===== src/rtl/mono_hit_pkg.sv =====
// ============================================================================
// Module   : mono_hit_pkg
// Purpose  : Shared types and constants for the Monopix hit assembler.
// Revision : 1.0 - initial release
// ============================================================================
`default_nettype none

package mono_hit_pkg;

    localparam int COL_W  = 6;
    localparam int ROW_W  = 9;
    localparam int EDGE_W = 6;
    localparam int TS_W   = 48;

    localparam int D_W    = COL_W + 2 * EDGE_W + ROW_W;
    localparam int MH_W   = 25;

    localparam logic [2:0] PFX_M = 3'b100;
    localparam logic [2:0] PFX_H = 3'b101;

    typedef enum logic [1:0] {
        ST_WAIT_D = 2'd0,
        ST_WAIT_M = 2'd1,
        ST_WAIT_H = 2'd2,
        ST_OUT    = 2'd3
    } state_t;

    // Field order mirrors the concatenation {H[24:0], M[24:0], D[26:0]}
    typedef struct packed {
        logic [TS_W-1:0]   ts;
        logic              mute;
        logic              noise;
        logic [COL_W-1:0]  col;
        logic [EDGE_W-1:0] le;
        logic [EDGE_W-1:0] te;
        logic [ROW_W-1:0]  row;
    } hit_rec_t;

endpackage

`default_nettype wire


===== src/rtl/mono_sat_cnt.sv =====
// ============================================================================
// Module   : mono_sat_cnt
// Purpose  : Saturating up-counter with synchronous clear.
// Revision : 1.0 - initial release
// ============================================================================
`default_nettype none

module mono_sat_cnt #(
    parameter int WIDTH = 16
) (
    input  logic             BUS_CLK,
    input  logic             RST,
    input  logic             inc,
    output logic [WIDTH-1:0] count
);

    always_ff @(posedge BUS_CLK) begin
        if (RST) begin
            count <= '0;
        end else if (inc && (count != {WIDTH{1'b1}})) begin
            count <= count + WIDTH'(1);
        end
    end

endmodule

`default_nettype wire


===== src/rtl/mono_hit_assembler.sv =====
// ============================================================================
// Module   : mono_hit_assembler
// Purpose  : Rebuilds hit records from D/M/H word groups of a Monopix FIFO.
//            Optional macro MONO_TOT_CALC_EN enables the registered TE-LE field.
// Revision : 1.0 - initial release
// ============================================================================
`default_nettype none

module mono_hit_assembler
    import mono_hit_pkg::*;
#(
    parameter logic [3:0] IDENTIFIER    = 4'b0000,
    parameter int         ERR_CNT_WIDTH = 16
) (
    input  logic                     BUS_CLK,
    input  logic                     RST,
    input  logic                     ENABLE,
    input  logic [31:0]              IN_DATA,
    input  logic                     IN_EMPTY,
    output logic                     IN_READ,
    output logic                     HIT_VALID,
    input  logic                     HIT_READY,
    output logic [COL_W-1:0]         HIT_COL,
    output logic [ROW_W-1:0]         HIT_ROW,
    output logic [EDGE_W-1:0]        HIT_LE,
    output logic [EDGE_W-1:0]        HIT_TE,
    output logic [EDGE_W-1:0]        HIT_TOT,
    output logic                     HIT_NOISE,
    output logic                     HIT_MUTE,
    output logic [TS_W-1:0]          HIT_TS,
    output logic [ERR_CNT_WIDTH-1:0] SEQ_ERR_CNT,
    output logic [ERR_CNT_WIDTH-1:0] ID_ERR_CNT
);

    state_t          state;
    state_t          state_nxt;
    logic            pop;
    logic            id_ok;
    logic            word_ok;
    logic            is_d;
    logic            is_m;
    logic            is_h;
    logic            load_d;
    logic            load_m;
    logic            load_h;
    logic            seq_inc;
    logic            id_inc;
    logic [D_W-1:0]  d_lat;
    logic [MH_W-1:0] m_lat;
    hit_rec_t        rec_nxt;
    hit_rec_t        hit_q;

    // Popping is frozen in reset and while a record waits for its handshake
    assign pop     = ENABLE & ~IN_EMPTY & (state != ST_OUT) & ~RST;
    assign IN_READ = pop;

    assign id_ok   = (IN_DATA[31:28] == IDENTIFIER);
    assign word_ok = pop & id_ok;
    assign id_inc  = pop & ~id_ok;
    assign is_d    = ~IN_DATA[27];
    assign is_m    = (IN_DATA[27:25] == PFX_M);
    assign is_h    = (IN_DATA[27:25] == PFX_H);

    always_ff @(posedge BUS_CLK) begin
        if (RST) begin
            state <= ST_WAIT_D;
        end else begin
            state <= state_nxt;
        end
    end

    always_comb begin
        state_nxt = state;
        load_d    = 1'b0;
        load_m    = 1'b0;
        load_h    = 1'b0;
        seq_inc   = 1'b0;
        case (state)
            ST_WAIT_D: begin
                if (word_ok) begin
                    if (is_d) begin
                        load_d    = 1'b1;
                        state_nxt = ST_WAIT_M;
                    end else begin
                        seq_inc   = 1'b1;
                    end
                end
            end
            ST_WAIT_M: begin
                if (word_ok) begin
                    if (is_m) begin
                        load_m    = 1'b1;
                        state_nxt = ST_WAIT_H;
                    end else if (is_d) begin
                        load_d    = 1'b1;
                        seq_inc   = 1'b1;
                    end else begin
                        seq_inc   = 1'b1;
                        state_nxt = ST_WAIT_D;
                    end
                end
            end
            ST_WAIT_H: begin
                if (word_ok) begin
                    if (is_h) begin
                        load_h    = 1'b1;
                        state_nxt = ST_OUT;
                    end else if (is_d) begin
                        load_d    = 1'b1;
                        seq_inc   = 1'b1;
                        state_nxt = ST_WAIT_M;
                    end else begin
                        seq_inc   = 1'b1;
                        state_nxt = ST_WAIT_D;
                    end
                end
            end
            ST_OUT: begin
                if (HIT_READY) begin
                    state_nxt = ST_WAIT_D;
                end
            end
            default: state_nxt = ST_WAIT_D;
        endcase
    end

    assign rec_nxt = {IN_DATA[MH_W-1:0], m_lat, d_lat};

    always_ff @(posedge BUS_CLK) begin
        if (RST) begin
            d_lat <= '0;
            m_lat <= '0;
            hit_q <= '0;
        end else begin
            if (load_d) d_lat <= IN_DATA[D_W-1:0];
            if (load_m) m_lat <= IN_DATA[MH_W-1:0];
            if (load_h) hit_q <= rec_nxt;
        end
    end

    assign HIT_VALID = (state == ST_OUT);
    assign HIT_COL   = hit_q.col;
    assign HIT_ROW   = hit_q.row;
    assign HIT_LE    = hit_q.le;
    assign HIT_TE    = hit_q.te;
    assign HIT_NOISE = hit_q.noise;
    assign HIT_MUTE  = hit_q.mute;
    assign HIT_TS    = hit_q.ts;

`ifdef MONO_TOT_CALC_EN
    logic [EDGE_W-1:0] tot_q;

    // Loaded alongside the record so the result carries no extra latency
    always_ff @(posedge BUS_CLK) begin
        if (RST) begin
            tot_q <= '0;
        end else if (load_h) begin
            tot_q <= rec_nxt.te - rec_nxt.le;
        end
    end

    assign HIT_TOT = tot_q;
`else
    assign HIT_TOT = '0;
`endif

    mono_sat_cnt #(.WIDTH(ERR_CNT_WIDTH)) u_seq_cnt (
        .BUS_CLK (BUS_CLK),
        .RST     (RST),
        .inc     (seq_inc),
        .count   (SEQ_ERR_CNT)
    );

    mono_sat_cnt #(.WIDTH(ERR_CNT_WIDTH)) u_id_cnt (
        .BUS_CLK (BUS_CLK),
        .RST     (RST),
        .inc     (id_inc),
        .count   (ID_ERR_CNT)
    );

endmodule

`default_nettype wire


===== config.mk =====
export PLATFORM = sky130hd
export DESIGN_NAME = mono_hit_assembler
export DESIGN_NICKNAME = d
export VERILOG_FILES = /design/src/rtl/mono_hit_pkg.sv /design/src/rtl/mono_sat_cnt.sv /design/src/rtl/mono_hit_assembler.sv
export SDC_FILE = /design/constraint.sdc
export NUM_CORES = 1
export LEC_CHECK = 0
export ABC_AREA = 0
export CAP_MARGIN = 20
export CORE_AREA = 2 2 141 143
export CTS_CLUSTER_DIAMETER = 120
export DETAILED_ROUTE_END_ITERATION = 12
export DIE_AREA = 0 0 143 145
export DONT_BUFFER_PORTS = 1
export PLACE_DENSITY = 0.52
export SYNTH_ARGS = -nofsm -noshare
export SYNTH_HDL_FRONTEND = slang
export SYNTH_SLANG_ARGS = --single-unit

===== constraint.sdc =====
create_clock -name BUS_CLK -period 5.7 [get_ports BUS_CLK]
set_input_delay 1.14 -clock BUS_CLK [delete_from_list [all_inputs] [get_ports BUS_CLK]]
set_output_delay 1.14 -clock BUS_CLK [all_outputs]
set_load 0.02 [all_outputs]

======== Yosys cells after proc, flatten, opt, wreduce, memory -nomap -nowiden ========
Cells that the tools add are included.
operators by class
  bitwise operators ....................... 8
  eq/ne operators ......................... 14
  mux-type cells .......................... 30
  $mul .................................... 0
  magnitude comparators ................... 0
  shift operators ......................... 0
  $add $sub $neg .......................... 2
  div/mod/pow operators ................... 0
  reductions and logical operators ........ 5
operators with widths
  kind                   count
  $add 16x1->16 const B  2
  $ne 16x16->1 const B   2
  $mux 1                 19
  $mux 2                 8
  $ne 2x2->1 const B     5
  $pmux 2 s4             1
  $eq 3x3->1 const B     2
  $pmux 1 s3             2
  $reduce_and 6->1       1
  $and 1x1->1            5
  $eq 2x2->1 const B     2
  $logic_not 4->1        1
  $ne 3x3->1 const B     1
  $not 1->1              3
  $eq 2x1->1 const B     1
  $logic_and 1x1->1      2
  $logic_not 2->1        1
  $ne 2x1->1 const B     1
storage, ports and cells
  input port bits ......................... 37
  output and inout port bits .............. 117
  memories ................................ 0
  latch bits .............................. 0
  bits in read-only memories .............. 0
  bits in writable memories ............... 0
  bits in registers ....................... 163

======== Logic depth before layout (Yosys ltp) ========
Gate-level depths: netlist (run 1).
  depth in word-level cells ............... 8
  mapped depth ............................ 9

======== Cells and area by module ========
From an unflattened synthesis (run 1), not the netlist that was laid out.
unflattened totals
  cells, all modules ...................... 779
  area, all modules ....................... 6578.8 sq um
modules (own cells, without submodules)
  module              cells each  times used  sequential area each (sq um)  area an instance (sq um)
  mono_hit_assembler  581         1           2622.5                        4882.2
  mono_sat_cnt        99          2           320.3                         848.3

======== Worst setup path after synthesis (run 1) ========
OpenSTA, ideal clock, no wires.
  path type ............................... in2reg
  start point ............................. input port IN_EMPTY
  end point ............................... register hit_q (netlist bit HIT_TS[0])
  arrival time ............................ 2.758 ns
  cell stages on the path ................. 8
  setup slack ............................. 2.810 ns
  cell sequence ........................... nor4b_4 nand2_2 or3_1 clkbuf_1 buf_2 buf_2 nand2_1 a21oi_1
on the way
  longest elaborated chain between the ends .. 7
ends and longest elaborated chain
  element                    line                       RTL
  start: declaration         mono_hit_assembler.sv:19   input logic IN_EMPTY,
  $not 1->1                  mono_hit_assembler.sv:54   assign pop = ENABLE & ~IN_EMPTY & (state != ST_OUT) & ~RST;
  $and 1x1->1 (3 in series)  mono_hit_assembler.sv:54
  $and 1x1->1                mono_hit_assembler.sv:58   assign word_ok = pop & id_ok;
  $mux 1                     mono_hit_assembler.sv:104  if (word_ok) begin
  $mux 1                     mono_hit_assembler.sv:78   case (state)
  end signal: assignment     mono_hit_assembler.sv:137  if (load_h) hit_q <= rec_nxt;
  end: declaration           mono_hit_assembler.sv:51   hit_rec_t hit_q;
Every way passes these cells.
A chain may end at the register's enable or synchronous reset.

======== Final worst setup path (run 1) ========
  start point ............................. register state[0]
  end point ............................... register hit_q (netlist bit HIT_TS[45])
on the way
  longest elaborated chain between the ends .. 6
  elaborated cells on any way between the ends .. 7
ends and longest elaborated chain
  element                    line                       RTL
  start: declaration         mono_hit_assembler.sv:35   state_t state;
  start signal: assignment   mono_hit_assembler.sv:68   state <= state_nxt;
  $ne 2x2->1                 mono_hit_assembler.sv:54
  $and 1x1->1 (2 in series)  mono_hit_assembler.sv:54
  net IN_READ                mono_hit_assembler.sv:20   output logic IN_READ,
  $and 1x1->1                mono_hit_assembler.sv:58
  $mux 1                     mono_hit_assembler.sv:104
  $mux 1                     mono_hit_assembler.sv:78
The timed path passes the listed nets, and every way through them passes these cells.

==> flow_metrics.py, run 1 <==
metrics = {
    "run_status": {
        "outcome": "completed",
    },
    "cells_and_area": {
        "n_fill_cell": 2016,
        "seq_area_mm2": 0.003263,
        "final_cell_mix": "nand2_1, dfxtp_1, a21oi_1",
        "area_growth_pct": 12.27,
        "drive_above_1_share": 0.06821,
        "mostFrequentLayoutCell": "nand2_1",
        "antennaDiodeCount": 0,
        "layout.nets": 808,
        "fin_util": 0.3737,
        "multi_input_comb_area_mm2": 0.002898,
    },
    "sta": {
        "layout_setup_ws_ns": 2.503,
        "timing.setup.tns_ns": 0,
        "clock.fmax_ghz": 0.3128,
        "whs_ns": 0.4449,
        "fin_crit_sh": 0.5609,
        "drv_slew": 0,
        "finalSetupViolCount": 0,
        "fin_skew_ns": 0.007348,
        "slew_headroom": 0.4143,
        "finalHoldViolCount": 0,
        "grt_setup_unrepaired": "false",
        "fin_crit_ns": 3.197,
        "tightestPinTransition_ns": 0.8785,
    },
    "power_and_ir_drop": {
        "power.total_mw": 2.371,
        "p_per_area_mw_per_mm2": 330.3,
        "power_switching_mw": 0.5185,
        "comb_power_share": 0.013,
        "intPower_mw": 1.852,
        "switching_share": 0.2187,
        "p_clk_frac": 0.505,
        "irDropWorstVdd_mv": 0.1889,
        "p_leak_nw": 2.283,
        "p_seq_frac": 0.482,
    },
    "global_route": {
        "antenna_found_initial": 0,
        "grt_use_total": 0.1599,
        "overflow": 0,
        "grt_max_degree": 166,
        "grt_pass1_vias": 4609,
        "grt_pass1_wl_mm": 26.14,
    },
    "detailed_routing": {
        "drt_iter0_markers": 281,
        "postRouteAntennaNets": 0,
        "drc": 0,
        "vias": 5119,
        "firstDrtPassIters": 5,
        "wl_per_cell_um": 15.90,
        "wirelength_mm": 16.57,
        "via_per_inst": 4.913,
    },
    "place": {
        "dp_worst_setup_slack_ns": 2.164,
        "io_buffers": 0,
        "gp_congestion": 0.7767,
        "dp_hpwl_mm": 10.26,
    },
    "clocking": {
        "cts_hold_buf": 0,
        "cts_tree": "built",
        "cts_root_buf": "clkbuf_16",
        "clk_pin_slew_worst_paths_ns": 0.07,
        "htreeDepth": 4,
        "clock_path_buffers": 2,
        "cts_buffers": 17,
        "cts_sinks": 163,
        "cts_resized": 0,
        "clock_latency_ns": 0.42,
        "cts_setup_buffers": 0,
    },
    "die": {
        "rows": 51,
        "die-area_mm2": 0.02074,
        "die_h_um": 145,
        "start_util": 0.3329,
        "die_w_um": 143,
        "core_area_mm2": 0.01921,
        "top_level_ports": 154,
    },
    "logic_synthesis": {
        "synthMuxAreaShare": 0.01487,
        "synth-adder-area-share": 0.01370,
        "synth.cell_area_mm2": 0.006394,
        "ys_types": 53,
        "syn_avg_cell_area_um2": 8.093,
        "synth_top_family_by_area": "simple AND/OR/NAND/NOR gates",
        "yosysTopAreaCell": "dfxtp_1",
        "yosys_register_bits": 163,
        "synth_compound_area_frac": 0.1511,
        "synth-simple-area-share": 0.2505,
        "yosysTopAreaCellShare": 0.5104,
        "synth_xor_area_frac": 0.01644,
        "synth_warnings": 0,
        "seq_area_frac_synth": 0.5104,
        "syn-instance-count": 790,
        "synthTopCellsByArea": "dfxtp_1, nand2_1, a21oi_1, clkbuf_1, xnor2_1",
    },
    "setup_path": {
        "endpoint_kind": "flip-flop",
        "slowest_delay_ns": 0.76,
        "cp.required_ns": 6.01,
        "critPathBufInv": 1,
        "critPathMaxFanout": 55,
        "path_cells": "ha_1, nor4b_4, nand2_2, or3_2, buf_4, nand2_1, a21oi_1",
        "slowest_stage": "nor4b_4",
        "critical_path_arrival_ns": 3.51,
        "crit_family": "simple AND/OR/NAND/NOR gates",
        "start_kind": "flip-flop",
        "path_class": "reg2reg",
    },
    "hold_path": {
        "hp-class": "reg2reg",
    },
    "flow_run": {
        "cap_violations": 0,
    },
}
## state kept, by name, summed over array words and instances, names as in the netlist
signal and flops:
HIT_COL 6, HIT_LE 6, HIT_MUTE 1, HIT_NOISE 1, HIT_ROW 9, HIT_TE 6, HIT_TS 48, d_lat 27
m_lat 25, state 2, u_id_cnt.count 16, u_seq_cnt.count 16
## worst min-delay path, delay by kind of cell (launching register included)
family	cells	cell delay, ns
AOI/OAI and AO/OA	1	0.05
DFF	1	0.31
and+or+nand+nor	1	0.05
## power by group through the flow
stage / Sequential (mW) / Clock [mW] / Combinational (mW)
2_1_floorplan: 1.17 / 0 / 0.0445
3_3_place_gp: 1.17 / 0 / 0.0300
3_5_place_dp: 1.17 / 0 / 0.0301
4_1_cts: 1.14 / 1.23 / 0.0301
5_1_grt: 1.14 / 1.28 / 0.0341
6_report: 1.14 / 1.20 / 0.0300
## worst paths after layout
path                               start    endpoint  slack, ns  cells past startpoint
worst max-delay path            state[0]  HIT_TS[45]       2.50                      7
worst min-delay path            d_lat[9]   HIT_TE[0]       0.44                      2
worst max register to register  state[0]  HIT_TS[45]       2.50                      7
worst min register to register  d_lat[9]   HIT_TE[0]       0.44                      2
## synthesized netlist by cell type (all sizes together)
cell type / number
dfxtp: 163
and2: 2
a311oi: 1
nand2: 276
or3: 9
mux2: 4
nand4: 8
and3b: 1
mux2i: 5
a31oi: 3
o2111ai: 1
a41oi: 3
a31o: 1
nand2b: 1
o31ai: 3
buf: 22
o21ai: 7
nor3b: 2
o311ai: 2
ha: 7
a2111oi: 2
nand3: 6
o41ai: 2
nand4b: 1
inv: 6
and4: 4
or2: 1
and3: 4
clkbuf: 33
nor2: 23
a21o: 1
a41o: 1
nor2b: 5
xnor2: 12
nor3: 8
a21oi: 140
conb: 1
nor4: 5
or4: 2
or4b: 1
a211oi: 8
nor4b: 1
nand3b: 2
## area by class of cell
class,count,area share
well taps,265,0.04619
flip-flops and latches,163,0.4546
multi-input cells,571,0.4037
clock buffers,20,0.06083
repair buffers,5,0.008018
inverters,6,0.003138
clock inverters,12,0.02353
## per-layer routing
metal | GRT usage | wire length (um) | vias up
met1 | 0.2090 | 7431 | 2386
met5 | 0 | 0 | -
li1 | - | - | 2591
met3 | 0.05149 | 1218 | 16
met4 | 0.05545 | 238 | 0
met2 | 0.2476 | 7676 | 126
## stage by stage
stage | std cells | instance area [um^2]
5_1_grt | 1042 | 7178
3_5_place_dp | 1009 | 6545
2_1_floorplan | 795 | 6412
6_report | 1042 | 7178
3_3_place_gp | 1009 | 6545
4_1_cts | 1041 | 7151
## cells by family after synthesis
group | after synthesis
adder cells (fa/ha/maj) | 7
AND/OR/NAND/NOR | 362
buffers and inverters | 61
flip-flops | 163
AO/OA/AOI/OAI | 175
multiplexers | 9
XOR/XNOR | 12
other | 1
(Power assumes the default switching activity.)
==> run 2, diff against run 1 <==
==> constraint.sdc (replaced) <==
create_clock -name BUS_CLK -period 3 [get_ports BUS_CLK]
set_input_delay 0.6 -clock BUS_CLK [delete_from_list [all_inputs] [get_ports BUS_CLK]]
set_output_delay 0.6 -clock BUS_CLK [all_outputs]
set_load 0.02 [all_outputs]
==> run 2 against run 1 <==
Effect of this change:
- worst setup slack worse by 2.0 ns
- via count rose by 1.4%
- core utilization grew 0.46 points
- routed wire length is 1.5% higher
- register-to-register slack worse by 2.0 ns
- power is 90% higher
- critical endpoint is now HIT_TE[1]
==> flow_metrics.py, run 2 (synthesized netlist as in run 1, its figures left out) <==
metrics = {
    "power_and_ir_drop": {
        "power_switching_mw": 1.012,
        "irDropWorstVdd_mv": 0.3636,
        "comb_power_share": 0.013,
        "p_clk_frac": 0.505,
        "switching_share": 0.2246,
        "p_leak_nw": 2.341,
        "power.total_mw": 4.504,
        "intPower_mw": 3.493,
        "p_seq_frac": 0.482,
        "p_per_area_mw_per_mm2": 619.9,
    },
    "cells_and_area": {
        "instances_no_fill": 1050,
        "antennaDiodeCount": 0,
        "area_growth_pct": 13.64,
        "drive_above_1_share": 0.08153,
        "n_fill_cell": 2020,
        "fin_area_mm2": 0.007266,
        "fin_util": 0.3783,
        "layout.nets": 816,
        "mostFrequentLayoutCell": "nand2_1",
        "final_cell_mix": "nand2_1, dfxtp_1, a21oi_1",
        "largest_reg_flops": 48,
    },
    "setup_path": {
        "slowest_stage": "or3_2",
        "r2r-start": "state[0]",
        "slowest_delay_ns": 0.59,
        "path_cells": "ha_1, nor4b_4, nand2_2, or3_2, buf_12, nand2_1, a21oi_1",
        "critPathMaxFanout": 69,
        "cp.required_ns": 3.31,
        "critical_path_arrival_ns": 2.84,
        "path_class": "reg2reg",
        "crit_path_start": "state[0]",
        "endpoint_kind": "flip-flop",
        "start_kind": "flip-flop",
    },
    "sta": {
        "drv_slew": 0,
        "finalSetupViolCount": 0,
        "tightestPinTransition_ns": 0.6384,
        "fin_crit_ns": 2.530,
        "grt_setup_unrepaired": "false",
        "layout_setup_ws_ns": 0.4703,
        "timing.setup.tns_ns": 0,
        "fin_crit_sh": 0.8432,
        "clock.fmax_ghz": 0.3953,
        "finalHoldViolCount": 0,
        "whs_ns": 0.2506,
        "fin_skew_ns": 0.008182,
        "slew_headroom": 0.5744,
    },
    "clocking": {
        "cts_root_buf": "clkbuf_16",
        "cts_setup_buffers": 0,
        "clock_path_buffers": 2,
        "cts_tree": "built",
        "cts_sinks": 163,
        "htreeDepth": 4,
        "clock_latency_ns": 0.42,
        "cts_buffers": 17,
        "cts_hold_buf": 0,
        "clk_pin_slew_worst_paths_ns": 0.07,
        "cts_resized": 0,
    },
    "global_route": {
        "grt_use_total": 0.1626,
        "grt_pass1_vias": 4833,
        "overflow": 0,
        "grt_max_degree": 166,
        "grt_pass1_wl_mm": 26.65,
        "antenna_found_initial": 0,
    },
    "hold_path": {
        "hp-class": "in2reg",
        "hp-start": "RST",
    },
    "die": {
        "top_level_ports": 154,
        "rows": 51,
        "core_area_mm2": 0.01921,
        "die_w_um": 143,
        "die-area_mm2": 0.02074,
        "start_util": 0.3329,
        "die_h_um": 145,
    },
    "run_status": {
        "outcome": "completed",
    },
    "place": {
        "post_dp_cell_area_mm2": 0.006650,
        "gp_congestion": 0.7705,
        "dp_worst_setup_slack_ns": 0.4863,
        "io_buffers": 0,
        "dpl.cell_count": 1018,
        "dp_hpwl_mm": 10.60,
    },
    "detailed_routing": {
        "vias": 5191,
        "postRouteAntennaNets": 0,
        "drc": 0,
        "via_per_inst": 4.944,
        "drt_iter0_markers": 297,
        "wirelength_mm": 16.81,
        "firstDrtPassIters": 5,
        "wl_per_cell_um": 16.01,
    },
    "flow_run": {
        "cap_violations": 0,
    },
}
run 2: cell types whose count changed in the layout (fill, tap and decap cells not counted):
cell / change
clkinvlp_4: -1
buf_12: +3
buf_16: -1
bufinv_16: -1
inv_8: +2
clkbuf_1: -3
clkbuf_8: +2
buf_4: +6
clkinv_4: +1
run 2: routing by layer:
metal	routed length (um)	global-route usage	part of all wire	vias to the layer above
li1	-	-	-	2617
met1	7472	0.2058	0.44	2422
met2	7866	0.2581	0.47	136
met3	1256	0.05842	0.075	16
met4	211	0.05000	0.013	0
met5	0	0	0	-
run 2: final cells by class:
class                   count  area, um^2  area share
clock buffers              19       452.9     0.06234
clock inverters            13       162.7     0.02239
inverters                   6       22.52    0.003100
multi-input cells         571        2898      0.3988
flip-flops and latches    163        3263      0.4491
well taps                 265       331.6     0.04563
repair buffers             13       135.1     0.01860
run 2: worst max-delay path: cells and delay by family, from the launching register on:
kind / cells / cell delay, ns
simple gates: 4 / 1.46
buf+inv: 1 / 0.25
flops: 1 / 0.34
compound gates: 1 / 0.06
fa+ha+maj: 1 / 0.25
run 2: worst paths after layout:
kind,cells past startpoint,slack [ns],endpoint
worst max-delay path,7,0.47,HIT_TE[1]
worst max register to register,7,0.47,HIT_TE[1]
worst min-delay path,1,0.25,u_id_cnt.count[1]
worst min register to register,2,0.45,HIT_TS[12]
run 2: power groups by stage:
stage | combinational [mW] | clock, mW | sequential, mW
2_1_floorplan | 0.0845 | 0 | 2.22
5_1_grt | 0.0665 | 2.44 | 2.17
4_1_cts | 0.0605 | 2.34 | 2.17
3_5_place_dp | 0.0604 | 0 | 2.22
3_3_place_gp | 0.0603 | 0 | 2.22
6_report | 0.0606 | 2.27 | 2.17
